## config.mk

```make
export PLATFORM = sky130hd
export DESIGN_NAME = elastic_traffic_gen
export DESIGN_NICKNAME = d
export VERILOG_FILES = /design/src/rtl/elastic_pkg.sv /design/src/rtl/elastic_lfsr16.sv /design/src/rtl/elastic_traffic_gen.sv
export SDC_FILE = /design/constraint.sdc
export NUM_CORES = 1
export LEC_CHECK = 0
export ABC_CLOCK_PERIOD_IN_PS = 7700
export BUFFER_PORTS_ARGS = -buffer_cell sky130_fd_sc_hd__buf_4
export CORE_ASPECT_RATIO = 0.8
export CORE_MARGIN = 5
export CORE_UTILIZATION = 40
export CTS_CLUSTER_SIZE = 8
export DETAILED_ROUTE_END_ITERATION = 12
export PLACE_DENSITY = 0.59
export REMOVE_ABC_BUFFERS = 1
export SLEW_MARGIN = 40
export SYNTH_ARGS = -nofsm -noshare
export SYNTH_HDL_FRONTEND = slang
export SYNTH_SLANG_ARGS = --single-unit
```

## constraint.sdc

```tcl
create_clock -name clk -period 7.7 [get_ports clk]
set_input_delay 1.155 -clock clk [delete_from_list [all_inputs] [get_ports clk]]
set_output_delay 1.155 -clock clk [all_outputs]
set_load 0.01 [all_outputs]
```

## src/rtl/elastic_pkg.sv

```systemverilog
// Shared types and constants for the elastic stream generator and its LFSR.
package elastic_pkg;

  localparam int unsigned LFSR_W = 16;

  // x^16 + x^14 + x^13 + x^11, Galois (right-shift) form.
  localparam logic [LFSR_W-1:0] LFSR16_TAPS = 16'hB400;

  typedef enum logic {
    IDLE = 1'b0,
    RUN  = 1'b1
  } gen_state_t;

  // One Galois LFSR step.
  function automatic logic [LFSR_W-1:0] lfsr16_next(input logic [LFSR_W-1:0] cur);
    lfsr16_next = cur[0] ? ((cur >> 1) ^ LFSR16_TAPS) : (cur >> 1);
  endfunction

endpackage

```

## src/rtl/elastic_lfsr16.sv

```systemverilog
// 16-bit Galois LFSR with load-on-reset and step enable.
//   clk  : clock
//   srst : synchronous active-high reset, loads seed
//   en   : advance one step this cycle
//   seed : reset value, must be nonzero
//   q    : current LFSR state
module elastic_lfsr16
  import elastic_pkg::*;
(
  input  logic              clk,
  input  logic              srst,
  input  logic              en,
  input  logic [LFSR_W-1:0] seed,
  output logic [LFSR_W-1:0] q
);

  always_ff @(posedge clk) begin
    if (srst) begin
      q <= seed;
    end else if (en) begin
      q <= lfsr16_next(q);
    end
  end

endmodule

```

## src/rtl/elastic_traffic_gen.sv

```systemverilog
// Valid/ready stream transmitter: sends num_words incrementing words from
// seed_data per accepted start, with LFSR-driven bubbles set by throttle.
//   clk, srst    : clock, synchronous active-high reset
//   start        : begin a burst (ignored while busy)
//   num_words    : burst length, sampled on accepted start
//   seed_data    : first data word, sampled on accepted start
//   throttle     : bubble density 0..15
//   data, valid  : stream output, ready : stream backpressure
//   busy         : burst in progress
//   done         : one-cycle pulse at burst completion
//   words_sent   : handshakes in current/last burst
module elastic_traffic_gen
  import elastic_pkg::*;
#(
  parameter int unsigned       DWIDTH    = 32,
  parameter int unsigned       COUNT_W   = 16,
  parameter logic [LFSR_W-1:0] LFSR_SEED = 16'hACE1
) (
  input  logic               clk,
  input  logic               srst,
  input  logic               start,
  input  logic [COUNT_W-1:0] num_words,
  input  logic [DWIDTH-1:0]  seed_data,
  input  logic [3:0]         throttle,
  output logic [DWIDTH-1:0]  data,
  output logic               valid,
  input  logic               ready,
  output logic               busy,
  output logic               done,
  output logic [COUNT_W-1:0] words_sent
);

  gen_state_t         state;
  logic [COUNT_W-1:0] count;
  logic [LFSR_W-1:0]  lfsr;
  logic               bubble;
  logic               last_word;

  // LFSR only steps while a burst is running.
  elastic_lfsr16 u_lfsr (
    .clk  (clk),
    .srst (srst),
    .en   (state == RUN),
    .seed (LFSR_SEED),
    .q    (lfsr)
  );

  assign bubble    = (lfsr[3:0] < throttle);
  assign last_word = (words_sent == (count - COUNT_W'(1)));

  // Burst FSM with counters and data register; every output is a flop.
  always_ff @(posedge clk) begin
    if (srst) begin
      state      <= IDLE;
      count      <= '0;
      data       <= '0;
      valid      <= 1'b0;
      busy       <= 1'b0;
      done       <= 1'b0;
      words_sent <= '0;
    end else begin
      done <= 1'b0;
      case (state)
        IDLE: begin
          if (start) begin
            if (num_words == '0) begin
              done <= 1'b1;
            end else begin
              count      <= num_words;
              data       <= seed_data;
              words_sent <= '0;
              valid      <= 1'b0;
              busy       <= 1'b1;
              state      <= RUN;
            end
          end
        end
        RUN: begin
          if (!valid) begin
            valid <= !bubble;
          end else if (ready) begin
            words_sent <= words_sent + COUNT_W'(1);
            if (last_word) begin
              valid <= 1'b0;
              busy  <= 1'b0;
              done  <= 1'b1;
              state <= IDLE;
            end else begin
              data  <= data + DWIDTH'(1);
              valid <= !bubble;
            end
          end
          // valid && !ready: everything holds so the word stays stable.
        end
        default: state <= IDLE;
      endcase
    end
  end

endmodule

```

== Word level (Yosys, flattened, before mapping) ==
Cells that the tools add are included.
Cells by class
  equal/unequal tests: 7
  $add $sub $neg: 3
  $lt $le $gt $ge: 1
  reductions and logical operators: 7
  bitwise gates (word level): 3
  multiplexer cells: 36
Operators by type and width (count)
  2-to-1 mux 32 bit: 5
  2-to-1 mux 16 bit: 5
  case mux 32 bit (2 select lines): 1
  adder 32 x 1 -> 32 bit (second input constant): 1
  case mux 16 bit (2 select lines): 1
  2-to-1 mux 1 bit: 20
  adder 16 x 1 -> 16 bit (second input constant): 1
  equality test 16 bit: 1
  logical NOT 16 bit: 1
  subtractor 16 x 1 -> 16 bit (second input constant): 1
  != test 2 bit (second input constant): 5
  AND reduction 5 bit: 2
  case mux 1 bit (2 select lines): 4
  < comparator 4 bit: 1
  inverter 3 -> 4 bit: 1
  AND reduction 4 bit: 1
  AND reduction 3 bit: 1
  != test 2 x 1 -> 1 bit (second input constant): 1
  inverter 1 bit: 2
  AND reduction 2 bit: 1
  logical NOT 1 bit: 1
Word-level totals
  input port bits: 56
  flip-flop bits (word level): 84

== Depth between registers and ports, before layout ==
Gate-level depths: netlist (run 1).
  depth in word-level cells: 6
  mapped depth: 12

== Hierarchy ==
From an unflattened synthesis (run 1), not the netlist that was laid out.
Unflattened totals
  cells, all modules: 593
  area, all modules: 4968.5 µm²
Modules (own cells, without submodules)
  elastic_traffic_gen: cells an instance 552, instances 1, area an instance 4211.5 µm², seq. area each 1361.3 µm²
  elastic_lfsr16: cells an instance 41, instances 1, area an instance 757.0 µm², seq. area each 480.5 µm²

== Worst setup path before layout (run 1) ==
No wires, ideal clock.
  path kind: input to register
  start point: input num_words[7]
  end point: register data[17]
  slack: 4.287 ns
  buffers on the path: 1
  cell stages on the path: 8
  required time: 7.564 ns
  arrival: 3.277 ns
  library setup time: 0.136 ns
  cells stage by stage: or4_1 -> o41ai_2 -> nor2_1 -> nor2_1 -> a31oi_4 -> buf_6 -> mux2i_1 -> nor3_2
On the way
  cells in the longest elaborated chain, start to end: 3
Ends and longest elaborated chain
  start, declared: RTL line elastic_traffic_gen.sv:22  | input logic [COUNT_W-1:0] num_words,
  logical NOT 16 bit: RTL line elastic_traffic_gen.sv:66  | if (num_words == '0) begin
  != test 2 bit (no line)
  AND reduction 5 bit (no line)
  end signal, assigned: RTL line elastic_traffic_gen.sv:70  | data <= seed_data;
  end signal, assigned: RTL line elastic_traffic_gen.sv:89  | data <= data + DWIDTH'(1);
  end, declared: RTL line elastic_traffic_gen.sv:25  | output logic [DWIDTH-1:0] data,
Every way passes these cells.
A chain may end at the register's enable or synchronous reset.

== Worst setup path in the final report (run 1) ==
  start point: input num_words[7]
  end point: register words_sent[12]
On the way
  cells in the longest elaborated chain, start to end: 3
Ends and longest elaborated chain
  logical NOT 16 bit: RTL line elastic_traffic_gen.sv:66
  != test 2 bit (no line)
  AND reduction 4 bit (no line)
  end signal, assigned: RTL line elastic_traffic_gen.sv:82  | words_sent <= words_sent + COUNT_W'(1);
  end, declared: RTL line elastic_traffic_gen.sv:30  | output logic [COUNT_W-1:0] words_sent
Every way passes these cells.

==> impl_metrics.csv, run 1 <==
group,metric,value,unit
outcome,status,"completed",
yosys,yosysTopAreaCell,"dfxtp_1",
sta,slew_violations,0,
cts,tritoncts,"yes",
global_route,grt_pass1_vias,4820,
floorplanning,row_count,36,
power_and_ir_drop,p_per_area,187.2,mW/mm^2
cts,cts_root_buf,"clkbuf_16",
place,portBuffers,106,
worst_setup_path,worstPathArrival,4020,ps
finish,antenna_cells,0,
power_and_ir_drop,p_leak,2.326,nW
sta,rsz0062_at_grt,"false",
floorplanning,start_util,0.4056,
worst_hold_path,min_path_type,"flip-flop to flip-flop",
yosys,synth_edf_count,0,
sta,min_period,3750,ps
route,vias,4892,
cts,cts_buffer_depth,2,
cts,cts_resized,0,
sta,tns,0,ps
cts,clock_latency,350,ps
cts,cts_sinks,84,
route,wl,15220,um
sta,hold_slack,476.3,ps
floorplanning,dieArea,0.01457,mm^2
floorplanning,fp.dieH,109.0,um
finish,syn_to_final_growth,23.28,%
worst_hold_path,holdPathStages,2,
cts,clk_pin_slew,60,ps
place,dp.cells,833,
yosys,syn_area,0.004896,mm^2
worst_setup_path,cp-end-kind,"flip-flop",
sta,hold_violations,0,
finish,fin_cells,847,
global_route,grt_first_pass_wirelength,24640,um
worst_setup_path,r2r-start,"count[0]$_SDFFE_PP0P_",
global_route,grt_max_degree,60,
floorplanning,core,0.01207,mm^2
yosys,synth_cell_type_count,69,
place,place.gp.congestion,0.8851,
finish,final_nets,754,
worst_setup_path,cp.required,7970,ps
sta,tightest_slew,861.2,ps
worst_setup_path,cp-start-kind,"primary input",
yosys,synth_seq_cells,84,
global_route,antenna_found_initial,0,
route,ant_nets,0,
sta,max_clock_freq,266.7,MHz
yosys,synth_sequential_area_ratio,0.3435,
yosys,synth-async-reset-ratio,0,
worst_setup_path,crit_type,"primary input to flip-flop",
finish,final_cell_mix,"buf_4, dfxtp_1, nand2_1",
worst_hold_path,worstHoldStart,"u_lfsr.q[6]$_SDFFE_PP1P_",
route,vias_per_cell,5.776,
cts,cts_hold_buf,0,
worst_setup_path,r2r_slack,4460,ps
cts,postCtsSetupRepairBufs,0,
place,hpwl,11020,um
power_and_ir_drop,ir_worst_vdd,95.38,uV
finish,drive_above_1_share,0.2302,
route,drt_iter0_markers,369,
global_route,grt_overflow_total,0,
route,dr.pass1.iters,5,
yosys,yosys_warnings,0,
sta,min_period_over_period,0.4870,
finish,final_common_cell,"buf_4",
yosys,post_synth_inst_count,605,
floorplanning,ios,107,
sta,setup_viol,0,
flow_run,max-cap-violations,0,
floorplanning,die_w,133.7,um
worst_setup_path,r2r_end,"data[26]$_SDFFE_PP0P_",
yosys,synth_top_area_frac,0.3435,
worst_setup_path,reg2regPathDepth,10,
global_route,grtUsageTotal,0.2122,
route,drc_errors,0,
yosys,synth-main-ff-cell,"dfxtp_1",
sta,fin_skew,8.069,ps
route,wl_per_cell,17.97,um
cts,numCtsBuffers,9,
sta,slew_headroom,0.4252,
yosys,yosys-top-cells-area,"dfxtp_1, nand2_1, mux2i_1",
yosys,postSynthAreaPerCell,8.092,um^2
worst_setup_path,crit_fanout,17,
worst_hold_path,hold_path_end,"u_lfsr.q[6]$_SDFFE_PP1P_",
cts,htreeDepth,3,
## report_power, final
group,switching (W),internal [W],leakage [nW]
Clock,0.000180,0.000223,0.122
Sequential,0.0000346,0.000460,0.688
Combinational,0.000127,0.000105,1.52
Total,0.000342,0.000788,2.33
## cell families (layout without fill, tap and decap cells)
group	count (synthesis)	in the layout	synth area share
multiplexers	24	24	0.04932
adder cells (fa/ha/maj)	6	6	0.01533
flip-flops	84	84	0.3435
buffers and inverters	48	138	0.04395
XOR/XNOR	38	38	0.06798
AND/OR/NAND/NOR	263	263	0.2676
AO/OA/AOI/OAI	142	142	0.2124
## flip-flops by register name, summed over array words and instances (netlist names)
name and cells:
busy 1, count 16, data 32, done 1
state 1, u_lfsr.q 16, valid 1, words_sent 16
## critical path, stage by stage
cell and delay (ps):
buf_4 110, or4_1 560, o41ai_2 720, nand2b_1 600
buf_4 330, nand2_1 330, nor2_1 200
## how the worst max path moves through the flow
stage                       startpoint  cells past startpoint                           to
after floorplan           num_words[7]                      7        data[27]$_SDFFE_PP0P_
after global placement    num_words[7]                      7   words_sent[5]$_SDFFE_PP0P_
after detailed placement  num_words[7]                      7  words_sent[14]$_SDFFE_PP0P_
after CTS                 num_words[7]                      7   words_sent[8]$_SDFFE_PP0P_
after global routing      num_words[7]                      7   words_sent[5]$_SDFFE_PP0P_
final                     num_words[7]                      7  words_sent[12]$_SDFFE_PP0P_
## final cells by class
cell class | instances | area (um^2)
Inverter | 13 | 48.80
Tap cell | 152 | 190.2
Timing Repair Buffer | 111 | 840.8
Clock inverter | 4 | 27.53
Clock buffer | 10 | 239.0
Sequential cell | 84 | 1683
Fill cell | 1187 | 6036
Multi-Input combinational cell | 473 | 3007
## Yosys cell counts (4+ instances only)
master and n:
xor2_1 17, nand3_1 32, a22o_1 4, dfxtp_1 84, and3_1 16, a211oi_2 7
a21oi_1 38, a211oi_1 5, a21oi_2 6, or3_1 4, inv_1 13, nand4_1 11
a22oi_1 6, a221oi_1 5, nand2_1 78, clkbuf_1 26, or4_1 4, nor3_1 18
nor4_1 11, nor2b_1 5, mux2i_1 23, nor2_1 60, o22ai_1 6, o21ai_1 4
and2_1 5, xnor2_1 21, ha_1 6, a31oi_1 11, o21ai_0 17, buf_6 4
## routing by layer
layer | GRT usage | routed length, um | share of wire | vias to the layer above
met4 | 0.06828 | 345 | 0.023 | 0
met3 | 0.05351 | 914 | 0.060 | 27
met5 | 0 | 0 | 0 | -
li1 | - | - | - | 2373
met2 | 0.3406 | 6942 | 0.46 | 174
met1 | 0.2822 | 7020 | 0.46 | 2318
## metrics by stage
step	cell area, um^2	worst slack, ps	total power, W	util
5_1_grt	6036	3723	0.001184	0.5000
2_1_floorplan	4730	3830	0.0006368	-
3_5_place_dp	5769	3612	0.0007347	0.4779
4_1_cts	6036	3965	0.001138	0.5000
6_report	6036	3950	0.001130	0.5000
3_3_place_gp	5749	3754	0.0007261	0.4763
(Power assumes the default switching activity.)
==> run 2: changes to the inputs <==
ABC_AREA = 1   (was default)
ABC_CLOCK_PERIOD_IN_PS = 3230   (was 7700)
PLACE_DENSITY = 0.6   (was 0.59)
clock period = 3.23 ns   (was 7.7 ns; I/O delays follow)
==> run 2 against run 1 <==
  * Non-clock buffer count is 1 lower
  * Flip-flop and latch count unchanged
  * Clock-buffer cell count down 1
  * Total power increased to 2.6 times the previous value
  * Core utilization is 0.58 points lower
  * Sequential power rose by 150%
  * Global-route usage is 1.3 points lower
  * Critical endpoint is now data[16]$_SDFFE_PP0P_
  * Cell count increased by 38%
  * Routed wire length grew 3.0%
  * Die area up 10%
  * Highest routed layer unchanged
  * Clock skew decreased by 3.9 ps
  * First-iteration DRC count up 5.4%
==> impl_metrics.csv, run 2 <==
group,metric,value,unit
outcome,status,"completed",
yosys,synth_cell_type_count,39,
power_and_ir_drop,combPwrFrac,0.245,
sta,tightest_slew,626.3,ps
finish,regMostFlops,"data",
route,wl_per_cell,13.38,um
cts,cts_root_buf,"clkbuf_16",
floorplanning,core,0.01346,mm^2
cts,postCtsSetupRepairBufs,0,
route,ant_nets,0,
route,wl_met3,1043,um
floorplanning,row_count,38,
place,hpwl,11800,um
cts,numCtsBuffers,9,
route,wl_met2,6272,um
route,drt_iter0_markers,389,
yosys,yosys_warnings,0,
route,vias,5677,
power_and_ir_drop,p_leak,3.123,nW
power_and_ir_drop,p_switching,0.001000,W
sta,setup_viol,0,
yosys,yosysMostFrequentCell,"nand2_1",
yosys,yosys-top-cells-area,"dfxtp_1, nand2_1, nor2_1",
global_route,grt_overflow_total,0,
cts,cts_hold_buf,0,
finish,final_common_cell,"nand2_1",
global_route,grt_max_degree,62,
worst_hold_path,min_path_type,"primary input to flip-flop",
power_and_ir_drop,p_seq_frac,0.416,
worst_setup_path,crit_fanout,5,
global_route,antenna_found_initial,0,
route,wl_met1,8237,um
yosys,synth_sequential_area_ratio,0.3085,
finish,final_cell_mix,"nand2_1, nor2_1, buf_4",
yosys,yosysTopAreaCell,"dfxtp_1",
flow_run,max-cap-violations,0,
global_route,grt_pass1_vias,5161,
place,portBuffers,106,
cts,cts_buffer_depth,2,
place,dp.cells,1155,
sta,slew_violations,0,
floorplanning,die_w,140.5,um
yosys,synth_edf_count,0,
worst_setup_path,worstPathArrival,2740,ps
cts,cts_sinks,84,
power_and_ir_drop,p_per_area,441.7,mW/mm^2
finish,final_nets,1048,
power_and_ir_drop,total_power,0.002937,W
yosys,ys_top_cells_by_count,"nand2_1, nor2_1, inv_1, dfxtp_1, nand3_1",
sta,slew_headroom,0.5824,
global_route,grtUsageTotal,0.1990,
sta,max_clock_freq,400.7,MHz
finish,antenna_cells,0,
route,drc_errors,0,
power_and_ir_drop,pwr-share-clk,0.338,
finish,fin_cells,1171,
route,vias_per_cell,4.848,
place,place.gp.congestion,0.9583,
sta,hold_violations,0,
route,dr.pass1.iters,5,
finish,syn_to_final_growth,21.99,%
cts,htreeDepth,3,
finish,stdcell_area,0.006650,mm^2
cts,clk_pin_slew,70,ps
sta,fin_skew,4.212,ps
yosys,synth_top_area_frac,0.3085,
cts,cts_resized,0,
route,maxUsedRoutingLayer,"met4",
worst_setup_path,crit_type,"flip-flop to flip-flop",
route,wl,15670,um
finish,drive_above_1_share,0.1604,
yosys,post_synth_inst_count,892,
floorplanning,dieArea,0.01608,mm^2
floorplanning,ios,107,
yosys,postSynthAreaPerCell,6.112,um^2
worst_setup_path,cp-start-kind,"flip-flop",
sta,tns,0,ps
power_and_ir_drop,ir_worst_vdd,252.4,uV
yosys,synth_seq_cells,84,
yosys,synth-async-reset-ratio,0,
worst_setup_path,cp-end-kind,"flip-flop",
yosys,syn_area,0.005451,mm^2
floorplanning,fp.dieH,114.4,um
sta,min_period_over_period,0.7727,
power_and_ir_drop,swShare,0.3405,
power_and_ir_drop,internal-power,0.001937,W
worst_setup_path,cp.required,3480,ps
cts,clock_latency,350,ps
finish,largest_register_ffs,32,
place,dpl-instance-area,0.006371,mm^2
floorplanning,start_util,0.4052,
yosys,synth-main-ff-cell,"dfxtp_1",
global_route,grt_first_pass_wirelength,26070,um
cts,tritoncts,"yes",
sta,rsz0062_at_grt,"false",
sta,min_period,2496,ps
run 2: cells by family after synthesis:
logic type                 count (synthesis)  synth area share
DFF                                       84            0.3085
buffers and inverters                    125           0.09525
xor gates and xnor gates                  38           0.06105
AOI/OAI and AO/OA                         96           0.09686
and+or+nand+nor                          543            0.4246
adders and majority gates                  6           0.01377
run 2: power groups by stage:
stage | Sequential [W] | Combinational [W] | Clock, W
global route | 0.00124 | 0.000832 | 0.00107
global placement | 0.00125 | 0.000717 | 0
floorplan | 0.00125 | 0.000455 | 0
finish | 0.00122 | 0.000721 | 0.000994
CTS | 0.00122 | 0.000725 | 0.00102
detailed placement | 0.00124 | 0.000721 | 0
run 2: area by class of cell:
class / instances / area (um^2)
clock inverter: 7 / 53.80
sequential: 84 / 1682
timing repair buffer: 110 / 838.3
fill: 1431 / 6805
clock buffer: 9 / 225.2
multi-input combinational: 683 / 3258
tap: 180 / 225.2
inverter: 98 / 367.9
run 2: per-stage QoR:
stage                     worst slack, ps  utilization  hold WS [ps]
after floorplan                     115.6            -         429.2
after global placement              791.8       0.4729         447.0
after detailed placement            761.6       0.4735         449.0
after CTS                           745.3       0.4942         390.1
after global routing                454.1       0.4942         426.5
final                               734.3       0.4942         394.6
run 2: final timing paths:
path	startpoint	endpoint	slack [ps]	cells after the start
worst min register to register	u_lfsr.q[7]$_SDFFE_PP1P_	u_lfsr.q[7]$_SDFFE_PP1P_	460	2
worst min-delay path	num_words[15]	count[15]$_SDFFE_PP0P_	390	3
worst max-delay path	data[0]$_SDFFE_PP0P_	data[16]$_SDFFE_PP0P_	730	13
worst max register to register	data[0]$_SDFFE_PP0P_	data[16]$_SDFFE_PP0P_	730	13
run 2: worst max-delay path, cell delays in order (launching register included):
cell	delay [ps]
dfxtp_1	390
ha_1	260
nand3_1	160
nor2_1	160
inv_1	140
nor2_1	310
nand2_1	180
nor2_1	200
inv_1	80
nor2_1	110
xor2_1	160
o21ai_0	80
nor2_1	110
nor2_1	50
run 2: metal layers:
metal,track usage,vias to the layer above
met3,0.04718,11
met1,0.3061,2531
met4,0.04196,0
met5,0,-
li1,-,2994
met2,0.2800,141
==> run 3: changes to the inputs <==
ABC_AREA = 0   (was 1)
ABC_CLOCK_PERIOD_IN_PS = 2200   (was 3230)
PLACE_DENSITY = 0.61   (was 0.6)
clock period = 2.2 ns   (was 3.23 ns; I/O delays follow)
==> run 3 against run 2 <==
  * The run now ends with setup timing left
  * Clock power rose by 53%
  * Clock-buffer cell count is 1 higher
  * Setup slack got worse by 1200 ps
  * Total power rose by 48%
  * Cell count shrank 16%
  * Sequential share of layout area fell by 2.6 points
  * Sequential power up 39%
  * Core utilization grew 12 points
  * Non-clock buffer count increased by 133
  * Worst hold slack worse by 200 ps
  * Routed wire length grew 9.4%
  * Largest power group unchanged
  * Highest routed layer unchanged
==> impl_metrics.csv, run 3 (same netlist as run 1, synthesis figures left out) <==
group,metric,value,unit
outcome,status,"finished, violations left",
outcome,violations,"setup timing",
worst_setup_path,worstPathArrival,2900,ps
cts,tritoncts,"yes",
global_route,grt_overflow_total,0,
worst_setup_path,cp-start-kind,"flip-flop",
route,drc_errors,0,
cts,cts_sinks,84,
worst_setup_path,cp_slowest_stage_delay,540,ps
finish,drive_above_1_share,0.4094,
power_and_ir_drop,p_leak,3.105,nW
sta,min_period,2678,ps
sta,slew_violations,0,
global_route,grt_first_pass_wirelength,27260,um
flow_run,max-cap-violations,0,
worst_setup_path,cpMaxStageDelayCell,"or4b_4",
place,portBuffers,106,
floorplanning,fp.dieH,109.0,um
sta,fin_skew,9.869,ps
route,ant_nets,0,
route,wl_per_cell,17.50,um
global_route,antenna_found_initial,0,
cts,clk_pin_slew,60,ps
finish,final_nets,886,
sta,min_period_over_period,1.217,
place,place.gp.congestion,0.9429,
floorplanning,dieArea,0.01457,mm^2
finish,fill_cells,1069,
worst_setup_path,crit_fanout,7,
finish,antenna_cells,0,
route,drt_iter0_markers,383,
sta,rsz0062_at_grt,"true",
sta,setup_viol,36,
power_and_ir_drop,ir_worst_vdd,440.7,uV
global_route,grtUsageTotal,0.2328,
cts,cts_root_buf,"clkbuf_16",
floorplanning,die_w,133.7,um
route,vias,5475,
finish,final_cell_mix,"buf_4, dfxtp_1, nand2_1",
finish,largest_register_ffs,32,
finish,syn_to_final_growth,51.32,%
sta,hold_violations,0,
cts,numCtsBuffers,9,
global_route,grt_max_degree,27,
cts,htreeDepth,3,
floorplanning,core,0.01207,mm^2
route,dr.pass1.iters,5,
place,post-place-ws,-493.9,ps
place,hpwl,12680,um
worst_setup_path,crit_path_cell_trace,"or3_4 > or3_4 > or4b_4 > nand4_4 > nor2_4 > a31oi_4 > buf_12 > mux2i_2 > nor3_2",
cts,clock_latency,340,ps
sta,fin_ws,-477.7,ps
sta,max_clock_freq,373.5,MHz
worst_setup_path,cp_common_cell,"or3_4",
finish,regMostFlops,"data",
sta,slew_headroom,0.5791,
global_route,grt_pass1_vias,5403,
floorplanning,start_util,0.4056,
power_and_ir_drop,total_power,0.004361,W
floorplanning,ios,107,
sta,tightest_slew,628.0,ps
route,wl,17150,um
worst_setup_path,cp-end-kind,"flip-flop",
route,vias_per_cell,5.587,
worst_setup_path,crit_type,"flip-flop to flip-flop",
floorplanning,row_count,36,
cts,cts_buffer_depth,2,
finish,final_common_cell,"buf_4",
worst_hold_path,min_path_type,"primary input to flip-flop",
power_and_ir_drop,p_per_area,588.7,mW/mm^2
worst_setup_path,cp.required,2420,ps
-- run 3: timing repair --
item	in CTS	in global routing
hold buffers	0	0
resized for setup	23	42
setup buffers	3	6
cloned	1	0
setup endpoints to repair	50	60
pin swaps	20	20
-- run 3: cell type report --
type | instances | area [um^2] | share of cell area
clock buffers | 10 | 239.0 | 0.03226
inverters | 13 | 48.80 | 0.006587
flip-flops and latches | 84 | 1684 | 0.2273
clock inverters | 5 | 52.55 | 0.007093
multi-input cells | 473 | 3281 | 0.4428
well taps | 152 | 190.2 | 0.02567
repair buffers | 243 | 1913 | 0.2582
-- run 3: worst paths after layout --
path	to	slack, ps	cells after the start	startpoint
max	data[21]$_SDFFE_PP0P_	-480	9	count[6]$_SDFFE_PP0P_
max reg2reg	data[21]$_SDFFE_PP0P_	-480	9	count[6]$_SDFFE_PP0P_
min reg2reg	u_lfsr.q[11]$_SDFFE_PP1P_	470	2	u_lfsr.q[12]$_SDFFE_PP0P_
min	data[18]$_SDFFE_PP0P_	190	3	seed_data[18]
-- run 3: through the flow --
step                setup TNS [ps]  std cells    util  hold WS [ps]  area (um^2)
floorplan                   -73540        570       -         394.6         4730
global placement            -20620        957  0.5581         454.8         6738
detailed placement          -23960        957  0.5586         464.1         6743
CTS                         -12560        976  0.5970         184.8         7207
global route                -14840        980  0.6137         209.4         7408
finish                      -11980        980  0.6137         190.9         7408
-- run 3: power breakdown --
group	total [W]	switching [W]	internal, W
logic	0.00115	0.000574	0.000573
registers	0.00170	0.0000844	0.00161
clock network	0.00152	0.000620	0.000898
total	0.00436	0.00128	0.00308
-- run 3: per-layer routing --
layer	track usage	part of all wire	vias to the layer above
li1	-	-	2636
met1	0.3182	0.47	2621
met2	0.3754	0.46	195
met3	0.04982	0.059	23
met4	0.06314	0.012	0
met5	0	0	-
-- run 3: critical path, delay by kind of cell, from the launching register on --
family / cells / cell delay (ps)
buffers and inverters: 1 / 180
AND/OR/NAND/NOR: 6 / 1590
flip-flops: 1 / 320
multiplexers: 1 / 240
AO/OA/AOI/OAI: 1 / 240
